File: src/rtl/raster_scheduler.sv
// Triangle-launch front end: queues descriptors, runs the rasterizer one triangle at a time,
// and owns the frame/Z-buffer write ports shared between the rasterizer and the clear engine.
module raster_scheduler #(
  parameter int         DEPTH     = 4,
  parameter int         DESC_W    = 236,
  parameter int         FB_PIXELS = 76800,
  parameter logic [7:0] Z_FAR     = 8'hFF
) (
  input  logic                       clk,
  input  logic                       rst,
  input  logic                       tri_valid,
  output logic                       tri_ready,
  input  logic [DESC_W-1:0]          tri_desc,
  input  logic                       clear_req,
  input  logic [7:0]                 clear_color,
  output logic                       clear_done,
  output logic                       busy,
  output logic [$clog2(DEPTH+1)-1:0] tri_count,
  output logic [DESC_W-1:0]          rast_desc,
  output logic                       rast_start,
  input  logic                       rast_done,
  input  logic                       rast_fb_we,
  input  logic [7:0]                 rast_fb_din,
  input  logic [16:0]                rast_fb_addr,
  input  logic                       rast_zb_we,
  input  logic [7:0]                 rast_zb_din,
  input  logic [16:0]                rast_zb_addr,
  output logic                       fb_we,
  output logic [7:0]                 fb_din,
  output logic [16:0]                fb_addr,
  output logic                       zb_en,
  output logic                       zb_we,
  output logic [7:0]                 zb_din,
  output logic [16:0]                zb_addr
);

  localparam int          CW        = $clog2(DEPTH + 1);
  localparam int          PW        = $clog2(DEPTH);
  localparam logic [16:0] LAST_ADDR = 17'(FB_PIXELS - 1);

  typedef enum logic [1:0] {IDLE, LAUNCH, RUN, CLEAR} state_e;

  state_e            state_q;
  logic [DESC_W-1:0] mem_q [DEPTH];
  logic [PW-1:0]     wr_ptr_q, rd_ptr_q;
  logic [CW-1:0]     count_q;
  logic              clear_pending_q;
  logic [7:0]        color_q;
  logic [16:0]       clr_addr_q;
  logic [DESC_W-1:0] rast_desc_q;
  logic              rast_start_q;
  logic              clear_done_q;
  logic              push, pop;

  assign tri_ready = (count_q != CW'(DEPTH));
  assign push      = tri_valid && tri_ready;
  assign pop       = (state_q == IDLE) && !clear_pending_q && (count_q != '0);

  assign tri_count  = count_q;
  assign rast_desc  = rast_desc_q;
  assign rast_start = rast_start_q;
  assign clear_done = clear_done_q;
  assign busy       = (count_q != '0) || clear_pending_q || (state_q != IDLE);

  // NOTE: the descriptor storage has no reset; a slot is always written before it is
  // read, and keeping it out of the reset tree lets it map onto plain RAM.
  always_ff @(posedge clk) begin
    if (push) mem_q[wr_ptr_q] <= tri_desc;
  end

  always_ff @(posedge clk or posedge rst) begin
    if (rst) begin
      state_q         <= IDLE;
      wr_ptr_q        <= '0;
      rd_ptr_q        <= '0;
      count_q         <= '0;
      clear_pending_q <= 1'b0;
      color_q         <= '0;
      clr_addr_q      <= '0;
      rast_desc_q     <= '0;
      rast_start_q    <= 1'b0;
      clear_done_q    <= 1'b0;
    end else begin
      rast_start_q <= 1'b0;
      clear_done_q <= 1'b0;

      if (push) wr_ptr_q <= wr_ptr_q + PW'(1);
      if (pop)  rd_ptr_q <= rd_ptr_q + PW'(1);
      if (push && !pop)      count_q <= count_q + CW'(1);
      else if (pop && !push) count_q <= count_q - CW'(1);

      // A request arriving while a clear is queued or running only refreshes the colour.
      if (clear_req) color_q <= clear_color;
      if (clear_req && state_q != CLEAR) clear_pending_q <= 1'b1;

      case (state_q)
        IDLE: begin
          if (clear_pending_q) begin
            state_q         <= CLEAR;
            clr_addr_q      <= '0;
            clear_pending_q <= 1'b0;
          end else if (pop) begin
            rast_desc_q  <= mem_q[rd_ptr_q];
            rast_start_q <= 1'b1;
            state_q      <= LAUNCH;
          end
        end
        LAUNCH: state_q <= RUN;
        RUN: begin
          if (rast_done) state_q <= IDLE;
        end
        CLEAR: begin
          clr_addr_q <= clr_addr_q + 17'd1;
          if (clr_addr_q == LAST_ADDR) begin
            state_q      <= IDLE;
            clear_done_q <= 1'b1;
          end
        end
        default: state_q <= IDLE;
      endcase
    end
  end

  // Memory-port ownership: rasterizer pass-through in RUN, fill pattern in CLEAR, idle otherwise.
  always_comb begin
    fb_we   = 1'b0;
    fb_din  = '0;
    fb_addr = '0;
    zb_en   = 1'b0;
    zb_we   = 1'b0;
    zb_din  = '0;
    zb_addr = '0;
    case (state_q)
      RUN: begin
        fb_we   = rast_fb_we;
        fb_din  = rast_fb_din;
        fb_addr = rast_fb_addr;
        zb_en   = 1'b1;
        zb_we   = rast_zb_we;
        zb_din  = rast_zb_din;
        zb_addr = rast_zb_addr;
      end
      CLEAR: begin
        fb_we   = 1'b1;
        fb_din  = color_q;
        fb_addr = clr_addr_q;
        zb_en   = 1'b1;
        zb_we   = 1'b1;
        zb_din  = Z_FAR;
        zb_addr = clr_addr_q;
      end
      default: ;
    endcase
  end

endmodule

File: config.mk
export PLATFORM = sky130hd
export DESIGN_NAME = raster_scheduler
export DESIGN_NICKNAME = d
export VERILOG_FILES = /design/src/rtl/raster_scheduler.sv
export SDC_FILE = /design/constraint.sdc
export NUM_CORES = 1
export LEC_CHECK = 0
export CAP_MARGIN = 40
export CORE_MARGIN = 5
export CORE_UTILIZATION = 50
export DETAILED_ROUTE_END_ITERATION = 16
export PLACE_DENSITY = 0.76
export SYNTH_ARGS = -nofsm -noshare
export SYNTH_HDL_FRONTEND = slang
export SYNTH_SLANG_ARGS = --single-unit
File: constraint.sdc
create_clock -name clk -period 8.25 [get_ports clk]
set_input_delay 1.2375 -clock clk [delete_from_list [all_inputs] [get_ports clk]]
set_output_delay 1.2375 -clock clk [all_outputs]
set_load 0.05 [all_outputs]
==> results.json <==
{
  "drtAntennaViolNets": 0,
  "dp_hpwl_um": 65000,
  "cts_buffer_depth": 3,
  "hold_path.class": "flip-flop to flip-flop",
  "worstMarginPinSlew_ns": 1.17,
  "yosys_register_bits": 1217,
  "synth_cells": 2527,
  "clock_latency_ns": 0.71,
  "path_buf_inv": 2,
  "drtIter0Drc": 1868,
  "numPortBuffers": 596,
  "placed_area_um2": 52800,
  "power_density_nw_per_um2": 389,
  "die_h_um": 312,
  "gr-total-overflow": 0,
  "num_rows": 110,
  "post_cts_buffers": 0,
  "async_flop_share": 0.224,
  "grt_max_degree": 151,
  "yosys_warnings": 0,
  "ys_types": 41,
  "syn_avg_cell_area_um2": 18.0,
  "die_area_um2": 97200,
  "tns_ns": 0,
  "layout-drive-gt1-share": 0.141,
  "synth_fa_ha_area_frac": 0.00209,
  "maxCapViolations": 0,
  "numCtsBuffers": 117,
  "critPathMaxFanout": 70,
  "cts_tree": "yes",
  "rsz0062_at_grt": "false",
  "yosysSeqAreaShare": 0.773,
  "synth_area_um2": 45500,
  "ir_drop_v": 0.000301,
  "synth.mux.area_fraction": 0.122,
  "synthXorXnorAreaFrac": 0.00173,
  "synth-simple-area-share": 0.0723,
  "cts_root_buf": "clkbuf_16",
  "cp_cell_sequence": "buf_4, nand2_1, a21boi_0, clkdlybuf4s50_1",
  "fmax_mhz": 225,
  "cts_sinks": 1217,
  "fin_crit_sh": 0.539,
  "grt_pass1_vias": 25900,
  "p_leak_uw": 0.0205,
  "post-route-min-period_ns": 4.45,
  "status": "completed",
  "critical_path_required_ns": 7.01,
  "wl_per_cell_um": 24.0,
  "initial_core_util": 0.505,
  "area_delta_synth_final_pct": 24.3,
  "setup_viol": 0,
  "slowest_stage": "clkdlybuf4s50_1",
  "critPathTopFamily": "buffers and inverters",
  "maxSlewViolCount": 0,
  "power_uw": 22000,
  "clk_pin_slew_ns": 0.06,
  "viasPerCell": 5.49,
  "drc_errors": 0,
  "track_usage": 0.218,
  "gp_congestion": 0.872,
  "synth_top_area_frac": 0.623,
  "core_um2": 90100,
  "slew_headroom": 0.223,
  "ios": 597,
  "worstSetupPathType": "flip-flop to output pin",
  "skew_ns": 0.0357,
  "final_area_um2": 56600,
  "antenna_found_initial": 38,
  "synth_compound_area_frac": 0.0112,
  "critical_path.max_stage_delay_ns": 0.90,
  "start_kind": "flip-flop",
  "cp.arrival_ns": 3.21,
  "nets": 3456,
  "die-width_um": 312,
  "grt_pass1_wl_um": 162000,
  "synth-edff-count": 944,
  "end_kind": "output pin",
  "vias": 24500,
  "wirelength_um": 107000,
  "synth_top_family_by_area": "multiplexers",
  "first_pass_iters": 5,
  "cts_resized": 0,
  "synthTopCellsByArea": "edfxtp_1, dfrtp_1, mux4_2, nand2_1, buf_2",
  "finalHoldViolations": 0,
  "yosysTopAreaCell": "edfxtp_1",
  "hold_buffers": 0,
  "h-tree-depth": 3,
  "ys.flop_type": "edfxtp_1",
  "syn-num-nets": 2835
}
[layer usage]
layer	vias to the layer above	global-route usage	routed length, µm
li1	10700	-	-
met3	181	0.0671	9400
met2	974	0.357	53800
met4	18	0.0801	3190
met5	-	0	121
met1	12600	0.278	40400
[path summary, 6_finish.rpt]
path / startpoint / to / slack (ns) / depth (start not counted)
setup / recovery: state_q[0] / fb_addr[15] / 3.80 / 4
hold / removal: rast_desc[143] / rast_desc[143] / 0.48 / 2
setup reg to reg: clear_pending_q / rast_desc[34] / 5.09 / 5
hold reg to reg: rast_desc[143] / rast_desc[143] / 0.48 / 2
max in group asynchronous: rst / rd_ptr_q[1] / 5.80 / 3
min in group asynchronous: rst / rast_desc[132] / 0.97 / 2
[synth_stat cells (8+ instances only)]
library cell and n:
mux2_2 10, edfxtp_1 944, a21boi_0 34, clkbuf_1 45, o21ai_0 12, buf_6 12
nand2_1 743, mux2i_1 13, nor2_1 10, nand2b_1 34, nand3_1 10, o21a_1 11
mux4_2 236, nor2b_1 8, dfrtp_1 273, buf_8 10, buf_2 54
[kinds of logic after synthesis]
| family | after synthesis |
|---|---|
| AO/OA/AOI/OAI | 73 |
| XOR/XNOR | 9 |
| adder cells (fa/ha/maj) | 7 |
| buffers and inverters | 135 |
| flip-flops | 1217 |
| multiplexers | 259 |
| AND/OR/NAND/NOR | 827 |
[layout make-up]
class	instances	area, µm²
inverters	8	41.3
multi-input cells	1175	9560
well taps	1176	1470
clock buffers	164	3210
repair buffers	629	6510
clock inverters	58	532
flip-flops and latches	1217	35200
fillers	6206	33600
diodes	29	72.6
[power by group]
part	internal (µW)	switching (µW)	total, µW	leakage (µW)
registers	8230	672	8900	0.0121
logic	2920	5010	7930	0.00659
clock network	2940	2240	5180	0.00182
total	14100	7920	22000	0.0205
[tightest hold or removal path: stages, from the launching register on]
cell and delay, ns:
dfrtp_1 0.34, nand2_1 0.05, nand2_1 0.06
[cells in the final DEF, fill, tap and decap left out, types with 3 or more instances in the layout]
cell type / Yosys / layout
a21boi_0: 34 / 34
a21oi_1: 4 / 4
and3_4: 0 / 4
and4_1: 3 / 3
buf_12: 1 / 9
buf_16: 0 / 9
buf_4: 4 / 15
bufinv_16: 0 / 7
clkbuf_1: 45 / 36
clkbuf_16: 0 / 117
clkbuf_8: 0 / 11
clkdlybuf4s50_1: 0 / 596
clkinv_1: 0 / 15
clkinv_2: 0 / 21
clkinvlp_4: 0 / 7
dfrtp_1: 273 / 270
diode_2: 0 / 29
edfxtp_1: 944 / 944
ha_1: 6 / 6
inv_1: 7 / 6
inv_6: 0 / 4
mux2_2: 10 / 10
mux2i_1: 13 / 13
mux4_2: 236 / 236
nand2_1: 743 / 743
nand2b_1: 34 / 34
nand3_1: 10 / 10
nand4_1: 6 / 6
nor2_1: 10 / 10
nor2b_1: 8 / 8
o211ai_1: 3 / 3
o21a_1: 11 / 11
o21ai_0: 12 / 12
o31ai_1: 4 / 4
xnor2_1: 6 / 6
xor2_1: 3 / 3
[through the flow]
step	hold WS, ns	std cells	util	setup slack [ns]
2_1_floorplan	0.460	2527	-	0.843
3_3_place_gp	0.457	4195	0.582	3.91
3_5_place_dp	0.462	4205	0.585	3.91
4_1_cts	0.477	4427	0.627	3.67
5_1_grt	0.500	4445	0.627	3.59
6_report	0.476	4456	0.628	3.80
[flip-flops by register name (all words and copies together) (netlist names)]
register,count
state_q,2
rast_start,1
mem_q,944
tri_count,3
rast_desc,236
rd_ptr_q,2
clear_pending_q,1
clear_done,1
wr_ptr_q,2
clr_addr_q,17
color_q,8
Power figures use the tool's default switching activity.
